File: src/rtl/fetch_sequencer.sv
// Instruction fetch/sequencing controller: owns PC and IR, reads program memory,
// hands ALU work to the datapath and resolves ARC conditional branches.
//
// state    | meaning
// ---------+-------------------------------------------------------------
// S_IDLE   | waiting for start after reset
// S_FETCH  | RD high, address = PC; IR loaded on last wait-state edge
// S_DECODE | classify IR: fin word, branch, or datapath instruction
// S_EXEC   | one-cycle exec_start pulse to the datapath
// S_WAIT   | waiting for exec_done, then PC += 4
// S_BRANCH | sample flags, PC += disp or PC += 4
// S_HALT   | fin word seen; sticky until reset
module fetch_sequencer #(
  parameter int                       DATAWIDTH_BUS = 32,
  parameter logic [DATAWIDTH_BUS-1:0] RESET_PC      = DATAWIDTH_BUS'(32'h0000_0800),
  parameter int                       MEM_WAIT      = 0
) (
  input  logic                     CLOCK_50,
  input  logic                     RESET_InHigh,
  input  logic                     start,
  output logic                     RD,
  output logic                     WR,
  output logic [DATAWIDTH_BUS-1:0] BusDirecciones,
  input  logic [DATAWIDTH_BUS-1:0] BusDatos,
  output logic [DATAWIDTH_BUS-1:0] IR,
  output logic [DATAWIDTH_BUS-1:0] PC,
  output logic                     exec_start,
  input  logic                     exec_done,
  input  logic                     cc_n,
  input  logic                     cc_z,
  input  logic                     cc_v,
  input  logic                     cc_c,
  output logic                     halted
);

  localparam logic [3:0] WAIT_LOAD = 4'(MEM_WAIT);

  typedef enum logic [2:0] {
    S_IDLE, S_FETCH, S_DECODE, S_EXEC, S_WAIT, S_BRANCH, S_HALT
  } state_t;

  state_t                   state, state_nxt;
  logic [3:0]               wait_cnt;
  logic                     is_branch;
  logic                     taken;
  logic [DATAWIDTH_BUS-1:0] disp;
  logic [DATAWIDTH_BUS-1:0] pc_inc;

  always_ff @(posedge CLOCK_50 or posedge RESET_InHigh) begin
    if (RESET_InHigh) state <= S_IDLE;
    else              state <= state_nxt;
  end

  always_comb begin
    state_nxt = state;
    case (state)
      S_IDLE:   if (start) state_nxt = S_FETCH;
      S_FETCH:  if (wait_cnt == 4'd0) state_nxt = S_DECODE;
      S_DECODE: begin
        if (IR == '0)     state_nxt = S_HALT;
        else if (is_branch) state_nxt = S_BRANCH;
        else              state_nxt = S_EXEC;
      end
      S_EXEC:   state_nxt = S_WAIT;
      S_WAIT:   if (exec_done) state_nxt = S_FETCH;
      S_BRANCH: state_nxt = S_FETCH;
      S_HALT:   state_nxt = S_HALT;
      default:  state_nxt = S_IDLE;
    endcase
  end

  assign is_branch = (IR[31:30] == 2'b00) && (IR[24:22] == 3'b010);
  assign disp      = {{(DATAWIDTH_BUS-22){IR[21]}}, IR[21:0]};
  assign pc_inc    = PC + DATAWIDTH_BUS'(4);

  always_comb begin
    taken = 1'b0;
    case (IR[28:25])
      4'b0001: taken = cc_z;
      4'b0101: taken = cc_c;
      4'b0110: taken = cc_n;
      4'b0111: taken = cc_v;
      4'b1000: taken = 1'b1;
      default: taken = 1'b0;
    endcase
  end

  // Wait-state counter reloads whenever we are outside FETCH, so every fetch starts full.
  always_ff @(posedge CLOCK_50 or posedge RESET_InHigh) begin
    if (RESET_InHigh) begin
      PC       <= RESET_PC;
      IR       <= '0;
      wait_cnt <= 4'd0;
    end else begin
      if (state == S_FETCH) begin
        if (wait_cnt == 4'd0) IR <= BusDatos;
        else                  wait_cnt <= wait_cnt - 4'd1;
      end else begin
        wait_cnt <= WAIT_LOAD;
      end
      if (state == S_WAIT && exec_done) PC <= pc_inc;
      if (state == S_BRANCH)            PC <= taken ? (PC + disp) : pc_inc;
    end
  end

  assign RD             = (state == S_FETCH);
  assign WR             = 1'b0;
  assign BusDirecciones = RD ? PC : '0;
  assign exec_start     = (state == S_EXEC);
  assign halted         = (state == S_HALT);

endmodule

File: config.mk
export PLATFORM = sky130hd
export DESIGN_NAME = fetch_sequencer
export DESIGN_NICKNAME = d
export VERILOG_FILES = /design/src/rtl/fetch_sequencer.sv
export SDC_FILE = /design/constraint.sdc
export NUM_CORES = 1
export LEC_CHECK = 0
export CORE_ASPECT_RATIO = 0.5
export CORE_MARGIN = 2
export CORE_UTILIZATION = 54
export DETAILED_ROUTE_END_ITERATION = 7
export PLACE_DENSITY_LB_ADDON = 0.12
export SYNTH_ARGS = -nofsm -noshare
export SYNTH_HDL_FRONTEND = slang
export SYNTH_SLANG_ARGS = --single-unit
export TNS_END_PERCENT = 20
File: constraint.sdc
create_clock -name CLOCK_50 -period 5.01 [get_ports CLOCK_50]
set_input_delay 1.002 -clock CLOCK_50 [delete_from_list [all_inputs] [get_ports CLOCK_50]]
set_output_delay 1.002 -clock CLOCK_50 [all_outputs]
set_load 0.05 [all_outputs]
# Yosys cells after proc, flatten, opt, wreduce, memory -nomap -nowiden
# Index checks and enable logic that the tools add are counted.
[word_totals]
latch_bits = 0
ram_bits = 0
mem_count = 0
rom_bits = 0
regBits = 71
elab_cells = 45
[classes]
shift = 0
order_cmp = 0
multipliers = 0
n_bitwise = 0
add_sub_neg = 3
n_eq_ne = 16
n_div = 0
n_reduce_logical = 9
mux = 13
[ops]
columns = ["operator", "n"]
rows = [
  ["32-bit two-way mux", 4],
  ["32-bit by 3-bit adder with 32-bit output (second input constant)", 1],
  ["32-bit adder", 1],
  ["32-bit logical NOT", 1],
  ["3-bit one-hot mux with 7 select lines", 1],
  ["3-bit two-way mux", 5],
  ["4-bit by 3-bit == test with 1-bit output (second input constant)", 3],
  ["3-bit by 2-bit == test with 1-bit output (second input constant)", 3],
  ["3-bit == test (second input constant)", 3],
  ["4-bit two-way mux", 2],
  ["2-bit != test (second input constant)", 3],
  ["1-bit one-hot mux with 5 select lines", 1],
  ["4-bit by 1-bit == test with 1-bit output (second input constant)", 1],
  ["4-bit == test (second input constant)", 1],
  ["4-bit logical NOT", 1],
  ["4-bit by 1-bit subtractor with 4-bit output (second input constant)", 1],
  ["3-bit by 1-bit == test with 1-bit output (second input constant)", 1],
  ["3-bit logical NOT", 1],
  ["3-bit AND reduction", 1],
  ["1-bit logical AND", 2],
  ["2-bit logical NOT", 1],
  ["2-bit by 1-bit != test with 1-bit output (second input constant)", 1],
  ["2-bit AND reduction", 1],
  ["2-bit nonzero test", 1],
]

# Depth between registers and ports, before layout
[depth]
word_depth = 5
ltp_mapped = 11
mapped_depth_nobuf = 11

# Worst setup path after synthesis
# Ideal clock, no wire load.
[synth_path]
kind = "register to output"
from = "register state[2]"
to = "output port BusDirecciones[20]"
stages_incl_launch_ff = 6
arrival_ps = 2240
setup_slack_ps = 1768
path_buffers = 2
required_time_ps = 4008
cell_sequence = "dfrtp_1 -> or3b_2 -> clkbuf_1 -> inv_1 -> clkbuf_1 -> and2_1"
[synth_between]
elab_chain_cells = 2
[synth_rtl]
columns = ["element", "line_no", "rtl"]
rows = [
  ["from (decl)", "42", "state_t state, state_nxt;"],
  ["from (signal assigned)", "51", "else state <= state_nxt;"],
  ["3-bit by 1-bit == test with 1-bit output", "106", "assign RD = (state == S_FETCH);"],
  ["net RD", "21", "output logic RD,"],
  ["32-bit two-way mux", "108", "assign BusDirecciones = RD ? PC : '0;"],
  ["to (decl)", "23", "output logic [DATAWIDTH_BUS-1:0] BusDirecciones,"],
]
# The timed path passes the listed nets, and every way through them passes these cells.

# Final worst setup path
[layout_path]
from = "register state[0]"
to = "output port BusDirecciones[11]"
[layout_between]
elab_chain_cells = 2
[layout_rtl]
columns = ["element", "line_no"]
rows = [
  ["3-bit by 1-bit == test with 1-bit output", "106"],
  ["32-bit two-way mux", "108"],
]
# Every way passes these cells.

==> metrics.md <==
| Metric | Value |
|---|---|
| Status | complete, no violations |
| Clock transition at path regs | 60 ps |
| Clk buf depth | 2 |
| Crit. Startpoint | state[0]$_DFFE_PP0P_ |
| Met1 usage | 0.407 |
| Syn Area/Cell | 8.80 µm² |
| HP Class | flip-flop to flip-flop |
| Reg2reg end | PC[30]$_DFFE_PP0P_ |
| Post-synthesis sequential area ratio | 0.330 |
| Post-DP HPWL | 11.7 mm |
| Area leader, netlist | dfrtp_1 |
| Pre-Repair DR Iteration Count | 6 |
| Hold depth | 1 |
| P&R area growth vs syn | 34.5% |
| Syn_nets | 687 |
| Total GRT Usage | 0.304 |
| Yosys cell types | 72 |
| Number of synthesized flops with an enable pin | 0 |
| Residual DRC | 0 |
| Max Cap Viol | 0 |
| CTS H-tree lvls | 3 |
| CORE AREA | 9570 µm² |
| Slew @ Worst Pin | 887 ps |
| Post-Synthesis Cell Area | 5400 µm² |
| R2R Path Start | IR[21]$_DFFE_PP0P_ |
| Core Rows | 25 |
| Main synth FF type | dfrtp_1 |
| Post-CTS Setup Bufs | 0 |
| Worst Slack Setup Final | 820 ps |
| Total grt overflow | 0 |
| Post-cts gate resize count | 0 |
| Die W | 145 µm |
| Global-route wire length before repair | 26.0 mm |
| Root buf cell | clkbuf_16 |
| Initial Utilization | 0.564 |
| Worst hold slack | 522 ps |
| Design area | 7260 µm² |
| DP Area | 6900 µm² |
| Setup TNS | 0 ps |
| Clock skew | 9.22 ps |
| Die area | 10900 µm² |
| Critical Path Fanout Max | 31 |
| Pre-CTS setup slack | 1160 ps |
| Worst R2R Path Depth | 9 |
| Diodes inserted | 0 |
| CTS buffer count | 9 |
| DRT Wirelength | 16.4 mm |
| Synth Register Bits | 71 |
| GR Util met2 | 0.487 |
| Max Fclk | 239 MHz |
| Most numerous cell in the Yosys netlist | dfrtp_1 |
| CTS tree | done |
| Initial drt markers | 372 |
| Crit path launch type | flip-flop |
| Final-report hold violation count | 0 |
| Max-slew violations | 0 |
| Slew Limit Headroom | 0.408 |
| Post-synth ARST share | 1.00 |
| R2r setup slk | 1820 ps |
| Vias in the first global route | 5179 |
| Final worst path period need | 4190 ps |
| Initial antenna violation count | 0 |
| Vias | 5404 |
| Die height | 74.7 µm |
| Largest net degree at the start of global routing | 41 |
| Ports | 140 |
| Most common library cells after synthesis | 70 x dfrtp_1, 54 x nand2_1, 48 x o21ai_0, 43 x a21oi_1, 35 x and2_1 |
| Layout cells sized above 1 | 0.0935 |
| WP data required | 4010 ps |
| CP arrival | 3190 ps |
| Cells after synthesis | 613 |
| Via/cell ratio | 6.11 |
| Final Setup Violations | 0 |
| CP Class | flip-flop to output pin |
| Clk sinks | 71 |
| CP endpoint kind | output pin |
| GPL Wtd Cong | 0.911 |
| Share of the synthesized area in the top cell type | 0.325 |
| Post-route ant nets | 0 |
| Crit path to | BusDirecciones[11] |
| Largest cells by area after synthesis | dfrtp_1 32%, ha_1 7.7%, mux2_2 6.9%, o21ai_0 4.5%, and2_1 4.1% |
| Hold buffers post-CTS | 0 |
| Buffers on Ports | 138 |
| GR Layer Usage met3 | 0.0976 |
| Layout Nets | 819 |
| DR WL/cell | 18.6 µm |
| GRT busiest layer | met2 |
| Worst-Skew Late Latency | 340 ps |
| Yosys warns | 0 |
| Fin crit share | 0.836 |
| RSZ-0062 raised after global routing | false |
## kinds of logic after synthesis
logic type | count (synthesis) | synth area share
simple gates | 223 | 0.221
compound gates | 174 | 0.211
flops | 71 | 0.330
buf+inv | 40 | 0.0295
xor+xnor | 37 | 0.0601
fa+ha+maj | 34 | 0.0802
mux | 33 | 0.0689
other cells | 1 | 0.000695
## routing by layer
| metal | vias up | part of all wire |
|---|---|---|
| met5 | - | 0 |
| met4 | 0 | 0.020 |
| met3 | 40 | 0.089 |
| met2 | 246 | 0.44 |
| met1 | 2603 | 0.45 |
| li1 | 2515 | - |
## cells in the final DEF, fill, tap and decap left out, types with 4 or more instances in the layout
cell	count
o21a_1	7
nand2b_1	4
a21oi_1	42
o31ai_1	5
a31oi_1	8
mux2_2	33
clkdlybuf4s50_1	138
a21o_1	16
or3_1	7
nor2b_1	11
nor4_1	9
nand2_1	54
inv_1	16
o21bai_1	4
nor2_1	30
xnor2_1	24
nor3_1	13
buf_4	6
clkbuf_16	9
xor2_1	13
and3_1	12
and2_1	35
ha_1	33
bufinv_16	4
dfrtp_1	70
nand3_1	20
o21ai_0	47
nand4_1	13
## metrics by stage
step	utilization	std cells
global route	0.758	884
detailed placement	0.721	869
floorplan	-	613
CTS	0.758	884
global placement	0.721	869
finish	0.758	884
## area by class of cell
cell class                 count  area [µm²]
inverter                      17        63.8
sequential                    71        1780
fill                         691        2310
tap                          135         169
multi-input combinational    502        3460
clock inverter                 6         134
timing repair buffer         144        1430
clock buffer                   9         225
## how the worst min path moves through the flow
| stage | from | endpoint | slack, ps |
|---|---|---|---|
| floorplan | wait_cnt[1]$_DFFE_PP0N_ | wait_cnt[1]$_DFFE_PP0N_ | 500 |
| global placement | PC[31]$_DFFE_PP0P_ | PC[31]$_DFFE_PP0P_ | 510 |
| detailed placement | PC[31]$_DFFE_PP0P_ | PC[31]$_DFFE_PP0P_ | 510 |
| CTS | PC[31]$_DFFE_PP0P_ | PC[31]$_DFFE_PP0P_ | 520 |
| global route | PC[31]$_DFFE_PP0P_ | PC[31]$_DFFE_PP0P_ | 540 |
| finish | PC[31]$_DFFE_PP0P_ | PC[31]$_DFFE_PP0P_ | 520 |
## worst max-delay path, stage by stage, from the launching register on
cell,delay [ps]
dfrtp_1,520
or3b_2,580
inv_1,690
and2_1,250
clkdlybuf4s50_1,810
## flip-flops by register name, summed over array words and instances, names as in the netlist
register  flops
IR           32
PC           32
state         3
wait_cnt      4
Power is left out: the tool's default activity adds up to more than one toggle a clock period on the data nets, which glitch-free logic cannot reach.
